<file path="src/rtl/tuner_ctrl.sv">
// tuner_ctrl: FM tuner sequencer. Tunes or seeks the DDS phase constant K,
// waits for the front end to settle, averages RSSI over 2^DWELL_LOG2
// samples and decides whether a station is present.
//
// Optional feature macro: TUNER_CTRL_AUTOMUTE_EN
//   When defined, IDLE runs continuous RSSI measurements and drives
//   mute = !hit after each one. At the end of a command, mute = !found.
//   When undefined, mute drops to 0 at the end of every command.
//
// Ports
//   clk          audio-rate clock
//   reset        asynchronous active-low reset
//   cmd_valid    command request
//   cmd_ready    high in IDLE; a command is accepted on cmd_valid & cmd_ready
//   cmd_op       00 tune, 01 seek up, 10 seek down, 11 abort
//   cmd_ch       target channel for tune (values >= N_CH are clamped)
//   rssi         unsigned signal magnitude, one sample per clk
//   rssi_thresh  unsigned station threshold
//   K            DDS phase constant
//   channel      current channel index
//   mute         audio mute
//   busy         operation in progress
//   done         one-cycle completion pulse
//   found        last measurement was at or above the threshold
module tuner_ctrl #(
   parameter int unsigned width_dds  = 32,
   parameter int unsigned K_MIN      = 1565873493,
   parameter int unsigned K_STEP     = 1789570,
   parameter int unsigned N_CH       = 206,
   parameter int unsigned SETTLE     = 64,
   parameter int unsigned DWELL_LOG2 = 5
) (
   input  logic                 clk,
   input  logic                 reset,
   input  logic                 cmd_valid,
   output logic                 cmd_ready,
   input  logic [1:0]           cmd_op,
   input  logic [7:0]           cmd_ch,
   input  logic [16:0]          rssi,
   input  logic [16:0]          rssi_thresh,
   output logic [width_dds-1:0] K,
   output logic [7:0]           channel,
   output logic                 mute,
   output logic                 busy,
   output logic                 done,
   output logic                 found
);

   localparam int unsigned ACC_W  = 17 + DWELL_LOG2;
   localparam int unsigned CNT_W  = 16;
   localparam int unsigned N_SAMP = 1 << DWELL_LOG2;

   localparam logic [7:0]           CH_LAST = 8'(N_CH - 1);
   localparam logic [width_dds-1:0] K_BASE  = width_dds'(K_MIN);
   localparam logic [width_dds-1:0] K_INC   = width_dds'(K_STEP);
   localparam logic [width_dds-1:0] K_TOP   = width_dds'(K_MIN + (N_CH - 1) * K_STEP);

   localparam logic [1:0] OP_TUNE  = 2'b00;
   localparam logic [1:0] OP_UP    = 2'b01;
   localparam logic [1:0] OP_ABORT = 2'b11;

   typedef enum logic [2:0] {
      S_IDLE,
      S_RETUNE,
      S_SETTLE,
      S_MEASURE,
      S_DECIDE
   } state_t;

   state_t               state;
   logic [ACC_W-1:0]     acc;
   logic [CNT_W-1:0]     cnt;
   logic [width_dds-1:0] k_acc;    // running sum for multi-cycle tune
   logic [7:0]           target;   // tune destination channel
   logic [7:0]           start_ch; // channel a seek started from
   logic [7:0]           visited;  // seek steps taken so far
   logic                 seek;
   logic                 up;
   logic                 ret;      // seek exhausted, returning to start_ch

   logic                 abort_c;
   logic                 fin_c;
   logic                 fin_found_c;
   logic                 hit_c;
   logic [16:0]          avg_c;
   logic [7:0]           tgt_c;

`ifdef TUNER_CTRL_AUTOMUTE_EN
   logic                 primed;   // a command has completed since reset
   logic [ACC_W-1:0]     acc_next_c;
   logic [16:0]          avg_next_c;

   // Average including the current sample, for the last IDLE sample
   assign acc_next_c = acc + ACC_W'(rssi);
   assign avg_next_c = acc_next_c[ACC_W-1:DWELL_LOG2];
`endif

   // Decision, clamp and end-of-command detection
   always_comb begin
      avg_c       = acc[ACC_W-1:DWELL_LOG2];
      hit_c       = (avg_c >= rssi_thresh);
      tgt_c       = (32'(cmd_ch) >= N_CH) ? CH_LAST : cmd_ch;
      abort_c     = (state != S_IDLE) && cmd_valid && (cmd_op == OP_ABORT);
      fin_c       = 1'b0;
      fin_found_c = 1'b0;
      if (abort_c) begin
         fin_c = 1'b1;
      end else if ((state == S_SETTLE) && ret && (cnt == CNT_W'(SETTLE - 1))) begin
         fin_c = 1'b1;
      end else if ((state == S_DECIDE) && (!seek || hit_c)) begin
         fin_c       = 1'b1;
         fin_found_c = hit_c;
      end
   end

   // Sequencer and registered outputs
   always_ff @(posedge clk or negedge reset) begin
      if (!reset) begin
         state     <= S_IDLE;
         acc       <= '0;
         cnt       <= '0;
         k_acc     <= K_BASE;
         target    <= '0;
         start_ch  <= '0;
         visited   <= '0;
         seek      <= 1'b0;
         up        <= 1'b0;
         ret       <= 1'b0;
         K         <= K_BASE;
         channel   <= '0;
         mute      <= 1'b1;
         busy      <= 1'b0;
         done      <= 1'b0;
         found     <= 1'b0;
         cmd_ready <= 1'b0;
`ifdef TUNER_CTRL_AUTOMUTE_EN
         primed    <= 1'b0;
`endif
      end else begin
         done <= 1'b0;
         if (fin_c) begin
            state     <= S_IDLE;
            busy      <= 1'b0;
            done      <= 1'b1;
            found     <= fin_found_c;
            cmd_ready <= 1'b1;
            acc       <= '0;
            cnt       <= '0;
            ret       <= 1'b0;
`ifdef TUNER_CTRL_AUTOMUTE_EN
            mute      <= !fin_found_c;
            primed    <= 1'b1;
`else
            mute      <= 1'b0;
`endif
         end else begin
            case (state)
               S_IDLE: begin
                  cmd_ready <= 1'b1;
                  if (cmd_ready && cmd_valid && (cmd_op != OP_ABORT)) begin
                     state     <= S_RETUNE;
                     cmd_ready <= 1'b0;
                     busy      <= 1'b1;
                     mute      <= 1'b1;
                     seek      <= (cmd_op != OP_TUNE);
                     up        <= (cmd_op == OP_UP);
                     ret       <= 1'b0;
                     visited   <= '0;
                     start_ch  <= channel;
                     target    <= tgt_c;
                     k_acc     <= K_BASE;
                     cnt       <= '0;
                     acc       <= '0;
                  end
`ifdef TUNER_CTRL_AUTOMUTE_EN
                  // Background squelch measurement while idle
                  else if (primed) begin
                     if (cnt == CNT_W'(N_SAMP - 1)) begin
                        mute <= !(avg_next_c >= rssi_thresh);
                        acc  <= '0;
                        cnt  <= '0;
                     end else begin
                        acc  <= acc_next_c;
                        cnt  <= cnt + CNT_W'(1);
                     end
                  end
`endif
               end

               S_RETUNE: begin
                  if (seek && !ret) begin
                     // Single-step seek with wrap at both ends of the band
                     if (up) begin
                        if (channel == CH_LAST) begin
                           channel <= '0;
                           K       <= K_BASE;
                        end else begin
                           channel <= channel + 8'd1;
                           K       <= K + K_INC;
                        end
                     end else begin
                        if (channel == 8'd0) begin
                           channel <= CH_LAST;
                           K       <= K_TOP;
                        end else begin
                           channel <= channel - 8'd1;
                           K       <= K - K_INC;
                        end
                     end
                     visited <= visited + 8'd1;
                     cnt     <= '0;
                     state   <= S_SETTLE;
                  end else if (cnt == CNT_W'(target)) begin
                     // K and channel change together on the last add cycle
                     K       <= k_acc;
                     channel <= target;
                     cnt     <= '0;
                     state   <= S_SETTLE;
                  end else begin
                     k_acc <= k_acc + K_INC;
                     cnt   <= cnt + CNT_W'(1);
                  end
               end

               S_SETTLE: begin
                  if (cnt == CNT_W'(SETTLE - 1)) begin
                     cnt   <= '0;
                     acc   <= '0;
                     state <= S_MEASURE;
                  end else begin
                     cnt <= cnt + CNT_W'(1);
                  end
               end

               S_MEASURE: begin
                  acc <= acc + ACC_W'(rssi);
                  if (cnt == CNT_W'(N_SAMP - 1)) begin
                     cnt   <= '0;
                     state <= S_DECIDE;
                  end else begin
                     cnt <= cnt + CNT_W'(1);
                  end
               end

               S_DECIDE: begin
                  // Only a seek miss gets here; hits and tunes end via fin_c
                  if (visited == CH_LAST) begin
                     ret    <= 1'b1;
                     target <= start_ch;
                     k_acc  <= K_BASE;
                     cnt    <= '0;
                  end
                  state <= S_RETUNE;
               end

               default: state <= S_IDLE;
            endcase
         end
      end
   end

endmodule

</file>
<file path="config.mk">
export PLATFORM = sky130hd
export DESIGN_NAME = tuner_ctrl
export DESIGN_NICKNAME = d
export VERILOG_FILES = /design/src/rtl/tuner_ctrl.sv
export SDC_FILE = /design/constraint.sdc
export NUM_CORES = 1
export LEC_CHECK = 0
export CORE_AREA = 2 2 153 155
export CTS_BUF_LIST = sky130_fd_sc_hd__clkbuf_4 sky130_fd_sc_hd__clkbuf_8
export DETAILED_ROUTE_END_ITERATION = 10
export DIE_AREA = 0 0 155 157
export PLACE_DENSITY_LB_ADDON = 0.12
export SLEW_MARGIN = 5
export SYNTH_ARGS = -nofsm -noshare
export SYNTH_HDL_FRONTEND = slang
export SYNTH_SLANG_ARGS = --single-unit
</file>
<file path="constraint.sdc">
create_clock -name clk -period 3.2 [get_ports clk]
set_clock_uncertainty 0.05 [all_clocks]
set_input_delay 0.48 -clock clk [delete_from_list [all_inputs] [get_ports clk]]
set_output_delay 0.48 -clock clk [all_outputs]
set_load 0.01 [all_outputs]
</file>
==> results.md, run 1 <==
- Worst-case reg-to-reg path depth: 10
- Worst Setup End Kind: flip-flop
- Critical Path RT: 3.54 ns
- Via/cell ratio: 5.99
- Maximum vdd ir drop: 0.300 mV
- Seq pwr share: 31.7%
- Power share of the clock group: 15.9%
- Ys Warns: 0
- GP Congestion: 0.921
- IO buf count: 91
- Largest net degree at the start of global routing: 64
- DPL Wire Length: 21800 um
- TritonCTS Buffers: 17
- All-Layer GR Usage: 25.1%
- Switch share: 44.5%
- Worst skew pair latency: 0.48 ns
- Final WL: 29900 um
- Synthesized cell area: 10200 um^2
- Max-cap viol count: 0
- Initial antenna violation count: 0
- Worst setup margin: 0.156 ns
- Comb pwr share: 52.4%
- Leakage Power: 5.25 nW
- Largest cells by area after synthesis: dfrtp_1 27%, dfstp_2 9.0%, ha_1 5.3%, nand2_1 5.1%, o21ai_0 4.8%
- Core Box Area: 22500 um^2
- Final Hold Viols: 0
- Kind of critical path: input pin to flip-flop
- Cell taking the most area after synthesis: dfrtp_1
- Layout cell share with drive strength beyond 1: 13.1%
- 1st-iter DRT viols: 685
- Vias in the first global route: 9363
- CP top delay family: compound AO/OA/AOI/OAI gates
- Peak fanout along the critical path: 4
- Status: completed
- Slowest stage delay, CP: 0.46 ns
- CTS sink cnt: 145
- Routed len/inst: 18.0 um
- Startpoint Class: input pin
- Final ANT Viol Nets: 0
- DIE WIDTH: 155 um
- Net Sw Power: 5.08 mW
- N_diodes: 0
- WP buf/inv: 2
- Core Util, Final: 55.1%
- Die area: 24300 um^2
- Total grt overflow: 0
- Initial Util: 45.5%
- Internal: 6.33 mW
- Io pins: 92
- Worst setup path start: rssi_thresh[0]
- R2R Path Start: cnt[0]$_DFFE_PN0P_
- Crit-path cells: clkdlybuf4s50_1 > ha_1 > nand2b_1 > a2111oi_1 > o32a_1 > buf_4 > nand4bb_1 > a2111o_1 > or3_1 > a21oi_1
- TritonCTS clock tree: yes
- WL met2: 14000 um
- Final setup fails: 0
- Number of flops mapped to enable cells by yosys: 0
- Fmax: 0.328 GHz
- Stages on the worst setup path: 10
- CP max-delay cell: a2111o_1
- Hold wc startpoint: mute$_DFFE_PN1P_
- Rows: 55
- Final-report max-slew violation count: 0
- DP Worst Slack: -0.385 ns
- Layout Nets: 1448
- FF-to-FF setup slack: 0.18 ns
- Metal1 wirelength: 13800 um
- Area Growth Syn to Fin: 21.2%
- Worst hold slack: 0.413 ns
- Final min period: 3.04 ns
- Mapped Nets: 1328
- RSZ-0062 raised after global routing: no
- FF-to-FF End: visited[7]$_DFFE_PN0P_
- Relative slew slack: 21.8%
- Unique masters post-synth: 85
- Met3 routed WL: 1590 um
- Ys async rst share: 100%
- Slew @ Worst Pin: 1.17 ns
- Top-area cell type share of the netlist area: 26.9%
- Syn Inst Count: 1237
- Clk slew on worst S/H paths: 0.08 ns
- Syn Area/Cell: 8.28 um^2
- Sequential area share after synthesis: 35.9%
- Primary FF master, synth: dfrtp_1
- Drc violations: 0
- Fin crit share: 95.1%
- Critical Path Sink: visited[7]$_DFFE_PN0P_
- DR top layer: met4
- Vias: 9907
- Finished Cell Area: 12400 um^2
- P per Cell Area: 920 nW/um^2
- Clock Tree Buf Depth: 2
- First-pass GRT wire length: 49100 um
- Area after DPL: 11900 um^2
- H-tree lvl count: 4
- Die Height: 157 um
- DRT Pass-1 Iters: 6
- Hold Crit Class: flip-flop to flip-flop
- CTS root buffer: clkbuf_8
- #FFs+latches synth: 145
- Post-CTS Setup Bufs: 0
- Crit path DAT: 3.38 ns
power by group through the flow:
stage / logic [mW] / clock network [mW] / registers, mW
detailed placement: 5.92 / 0 / 3.62
global placement: 5.84 / 0 / 3.61
global route: 6.67 / 1.93 / 3.74
CTS: 5.95 / 1.85 / 3.59
floorplan: 4.05 / 0 / 3.26
finish: 5.98 / 1.82 / 3.62
cells in the final DEF (no fill, tap or decap), types with 10 or more instances in the layout:
master	count
a22o_1	11
o31ai_1	12
dfrtp_1	110
and3_1	23
nand4_1	12
inv_1	53
nand3_1	38
o211ai_1	15
a21oi_1	93
xnor2_1	39
nor3_1	36
a31oi_1	34
clkbuf_8	17
or3_1	19
clkdlybuf4s50_1	90
nor2_1	89
nand2_1	140
a21o_1	10
dfstp_2	35
o21ai_0	98
o21a_1	12
buf_4	83
ha_1	43
nand2b_1	21
nor4_1	25
xor2_1	21
worst min path at each step:
| stage | cells after the start | to | slack (ns) |
|---|---|---|---|
| floorplan | 0 | K[11]$_DFFE_PN0P_ | 0.13 |
| global placement | 2 | mute$_DFFE_PN1P_ | 0.40 |
| detailed placement | 2 | mute$_DFFE_PN1P_ | 0.40 |
| CTS | 2 | mute$_DFFE_PN1P_ | 0.41 |
| global route | 2 | mute$_DFFE_PN1P_ | 0.42 |
| finish | 2 | mute$_DFFE_PN1P_ | 0.41 |
Yosys cell counts, types with 9 or more instances:
library cell and count:
nor2b_1 9, and3_1 23, a21o_1 10, o211ai_1 15
o21a_1 12, a221oi_1 9, or3_1 20, inv_1 53
nor3_1 38, nand3_1 38, dfstp_2 35, buf_2 15
xor2_1 21, nand2b_1 21, o31ai_1 13, a31oi_1 34
nor2_1 89, o21ai_0 98, clkbuf_1 55, ha_1 43
nand2_1 140, dfrtp_1 110, nor4_1 25, a21oi_1 93
nand4_1 12, xnor2_1 39, a22o_1 11
metrics by stage:
| step | power, mW | setup TNS [ns] | std cells |
|---|---|---|---|
| 2_1_floorplan | 7.31 | 0 | 1237 |
| 3_3_place_gp | 9.45 | -15.23 | 1622 |
| 3_5_place_dp | 9.54 | -17.47 | 1622 |
| 4_1_cts | 11.4 | 0 | 1655 |
| 5_1_grt | 12.3 | 0 | 1655 |
| 6_report | 11.4 | 0 | 1655 |
worst register-to-register path, cell delays in order (launching register included):
cell       delay (ns)
dfrtp_1          0.46
ha_1             0.29
nand4_1          0.23
nor4_1           0.10
buf_4            0.15
a41o_1           0.25
buf_12           0.17
nand4bb_1        0.28
a2111o_1         0.46
or3_1            0.36
a21oi_1          0.14
timing repair:
action,CTS,global route
resized for setup,0,4
hold endpoints to repair,46,0
setup endpoints to repair,0,5
hold buffers,1,0
state kept, by name (all words and copies together) (netlist names), 3 cells and up:
name and cells:
target 8, K 32, start_ch 8, k_acc 32, state 3, channel 8, acc 22, visited 8
cnt 16
cell families (layout without fill, tap and decap cells):
family	after synthesis	after routing	synth area share, %
AO/OA/AOI/OAI	401	401	25.6
AND/OR/NAND/NOR	448	448	21.7
flip-flops	145	145	35.9
buffers and inverters	132	265	5.44
multiplexers	7	7	0.746
XOR/XNOR	60	60	5.13
adder cells (fa/ha/maj)	44	44	5.45
layer usage:
metal	track usage, %	vias up
li1	-	4818
met1	34.6	4764
met2	41.6	291
met3	3.17	34
met4	7.23	0
met5	0	-
layout make-up:
class                           count  area, um^2
Clock buffer                       17         234
Fill cell                        2095       10100
Timing Repair Buffer              180        1650
Multi-Input combinational cell    960        6050
Clock inverter                     15         256
Inverter                           53         199
Sequential cell                   145        3670
Tap cell                          285         357
(Power assumes the default switching activity.)
==> run 2, diff against run 1 <==
--- a/config.mk
+++ b/config.mk
@@ -9,6 +9,8 @@
 export CTS_BUF_LIST = sky130_fd_sc_hd__clkbuf_4 sky130_fd_sc_hd__clkbuf_8
 export DETAILED_ROUTE_END_ITERATION = 10
 export DIE_AREA = 0 0 155 157
+export DONT_BUFFER_PORTS = 1
+export GPL_ROUTABILITY_DRIVEN = 0
 export PLACE_DENSITY_LB_ADDON = 0.12
 export SLEW_MARGIN = 5
 export SYNTH_ARGS = -nofsm -noshare
==> results.md, run 2 (synthesis results as in run 1) <==
- Final Hold Viols: 123
- Io pins: 92
- Routed len/inst: 19.1 um
- P per Cell Area: 935 nW/um^2
- Fmax: 0.325 GHz
- Slew @ Worst Pin: 1.06 ns
- N_diodes: 0
- Global Route met1 Usage: 34.0%
- Rows: 55
- Vias in the first global route: 8966
- Crit-path cells: or4_1 > nor4_2 > a41oi_2 > buf_4 > or3_1 > buf_12 > o31ai_1 > o311ai_1
- CP top delay family: simple AND/OR/NAND/NOR gates
- Final WL: 29800 um
- Busiest grt layer: met2
- Kind of critical path: flip-flop to flip-flop
- First-pass GRT wire length: 48100 um
- Final std cells w/o fill: 1564
- Relative slew slack: 29.3%
- Final ANT Viol Nets: 0
- H-tree lvl count: 4
- DIE WIDTH: 155 um
- CP max-delay cell: or4_1
- Die area: 24300 um^2
- Commonest non-fill, non-tap cell in the layout: nand2_1
- TritonCTS clock tree: yes
- Startpoint Class: flip-flop
- Switch share: 46.6%
- IO buf count: 0
- Max-cap viol count: 0
- CTS sink cnt: 145
- Initial antenna violation count: 0
- WP buf/inv: 2
- Multi-input gate area: 6060 um^2
- Slowest stage delay, CP: 0.60 ns
- Total power: 10.7 mW
- Fill count: 2170
- Fin crit share: 96.1%
- Maximum vdd ir drop: 0.324 mV
- Final setup fails: 0
- Die Height: 157 um
- TritonCTS Buffers: 17
- Final min period: 3.07 ns
- Worst Setup End Kind: flip-flop
- Layout Nets: 1357
- Worst skew pair latency: 0.45 ns
- Critical Path RT: 3.47 ns
- Layout cell share with drive strength beyond 1: 14.2%
- Final-report max-slew violation count: 0
- RSZ-0062 raised after global routing: no
- Met2 Use GR: 39.7%
- Total grt overflow: 0
- Power share of the clock group: 15.1%
- DP Worst Slack: -0.164 ns
- Seq pwr share: 34.5%
- Area Growth Syn to Fin: 11.4%
- Register area: 3670 um^2
- Initial Util: 45.5%
- Worst hold slack: -0.320 ns
- Peak fanout along the critical path: 42
- Top Registers: K x32, k_acc x32, acc x22
- Failing checks: hold timing
- 1st-iter DRT viols: 737
- Met3 Resource Use GR: 5.34%
- Via/cell ratio: 6.13
- Crit path DAT: 3.34 ns
- DRT Pass-1 Iters: 8
- Hold Crit Class: input pin to asynchronous set/reset pin
- Vias: 9588
- Worst setup margin: 0.126 ns
- Net Sw Power: 4.96 mW
- CTS root buffer: clkbuf_8
- Largest net degree at the start of global routing: 146
- Drc violations: 0
- Most frequent cells in the layout: 140 x nand2_1, 110 x dfrtp_1, 98 x o21ai_0
- FF-to-FF setup slack: 0.13 ns
- R2R Path Start: cnt[8]$_DFFE_PN0P_
- All-Layer GR Usage: 24.8%
- Comb pwr share: 50.5%
- Leakage Power: 4.87 nW
- FF-to-FF End: K[23]$_DFFE_PN0P_
- Clk slew on worst S/H paths: 0.09 ns
- DPL Wire Length: 21400 um
- Internal: 5.70 mW
- Status: finished with violations
- Clock Tree Buf Depth: 2
- Core Box Area: 22500 um^2
- Placed insts: 1530
- Worst-case reg-to-reg path depth: 8
[run 2: cell count changes in the layout (fill, tap and decap cells not counted), moves of 2 or more]
| cell | before | now |
|---|---|---|
| buf_12 | 5 | 1 |
| clkinv_4 | 4 | 2 |
| clkdlybuf4s50_1 | 90 | 0 |
| a2111oi_1 | 2 | 0 |
| clkbuf_8 | 17 | 21 |
| clkinvlp_4 | 2 | 0 |
| buf_4 | 83 | 87 |
| clkinv_2 | 0 | 3 |
| bufinv_16 | 6 | 3 |
[run 2: stage by stage]
| stage | util, % | instance area [um^2] | setup TNS [ns] |
|---|---|---|---|
| 6_report | 50.7 | 11400 | 0 |
| 2_1_floorplan | - | 10200 | 0 |
| 5_1_grt | 50.7 | 11400 | 0 |
| 3_5_place_dp | 48.6 | 10900 | -0.164 |
| 4_1_cts | 50.6 | 11400 | 0 |
| 3_3_place_gp | 48.6 | 10900 | -0.202 |
[run 2: repair_timing]
item                       CTS  global route
gates resized for setup      0             6
hold endpoints to repair   145           145
gates cloned                 1             0
pin swaps                    1             2
setup buffers                1             0
setup endpoints to repair    1            45
[run 2: metal layers]
| metal | part of all wire (%) | routed length [um] | vias up |
|---|---|---|---|
| li1 | - | - | 4638 |
| met2 | 46 | 13600 | 303 |
| met1 | 46 | 13700 | 4612 |
| met5 | 0 | 0 | - |
| met4 | 1.6 | 476 | 0 |
| met3 | 6.8 | 2030 | 35 |
[run 2: layout make-up]
cell class	count	share of cell area [%]
tap	285	3.13
clock buffer	21	2.53
sequential	145	32.2
inverter	53	1.74
multi-input combinational	961	53.2
timing repair buffer	88	5.90
clock inverter	11	1.31
[run 2: power groups by stage]
stage / Sequential [mW] / Clock (mW) / Combinational [mW]
after CTS: 3.66 / 1.65 / 5.32
after floorplan: 3.26 / 0 / 4.05
final: 3.68 / 1.61 / 5.38
after global routing: 3.80 / 1.72 / 6.02
after global placement: 3.68 / 0 / 5.21
after detailed placement: 3.69 / 0 / 5.26
[run 2: worst max-delay path by stage]
stage / from / end / slack (ns) / depth (start not counted)
after floorplan: rssi_thresh[16] / k_acc[1]$_DFFE_PN0P_ / 0.26 / 9
after global placement: cnt[8]$_DFFE_PN0P_ / K[31]$_DFFE_PN0P_ / -0.20 / 8
after detailed placement: cnt[8]$_DFFE_PN0P_ / K[31]$_DFFE_PN0P_ / -0.16 / 8
after CTS: cnt[8]$_DFFE_PN0P_ / k_acc[29]$_DFFE_PN0P_ / 0.03 / 9
after global routing: cnt[8]$_DFFE_PN0P_ / K[26]$_DFFE_PN1P_ / 0.01 / 9
final: cnt[8]$_DFFE_PN0P_ / K[23]$_DFFE_PN0P_ / 0.13 / 8
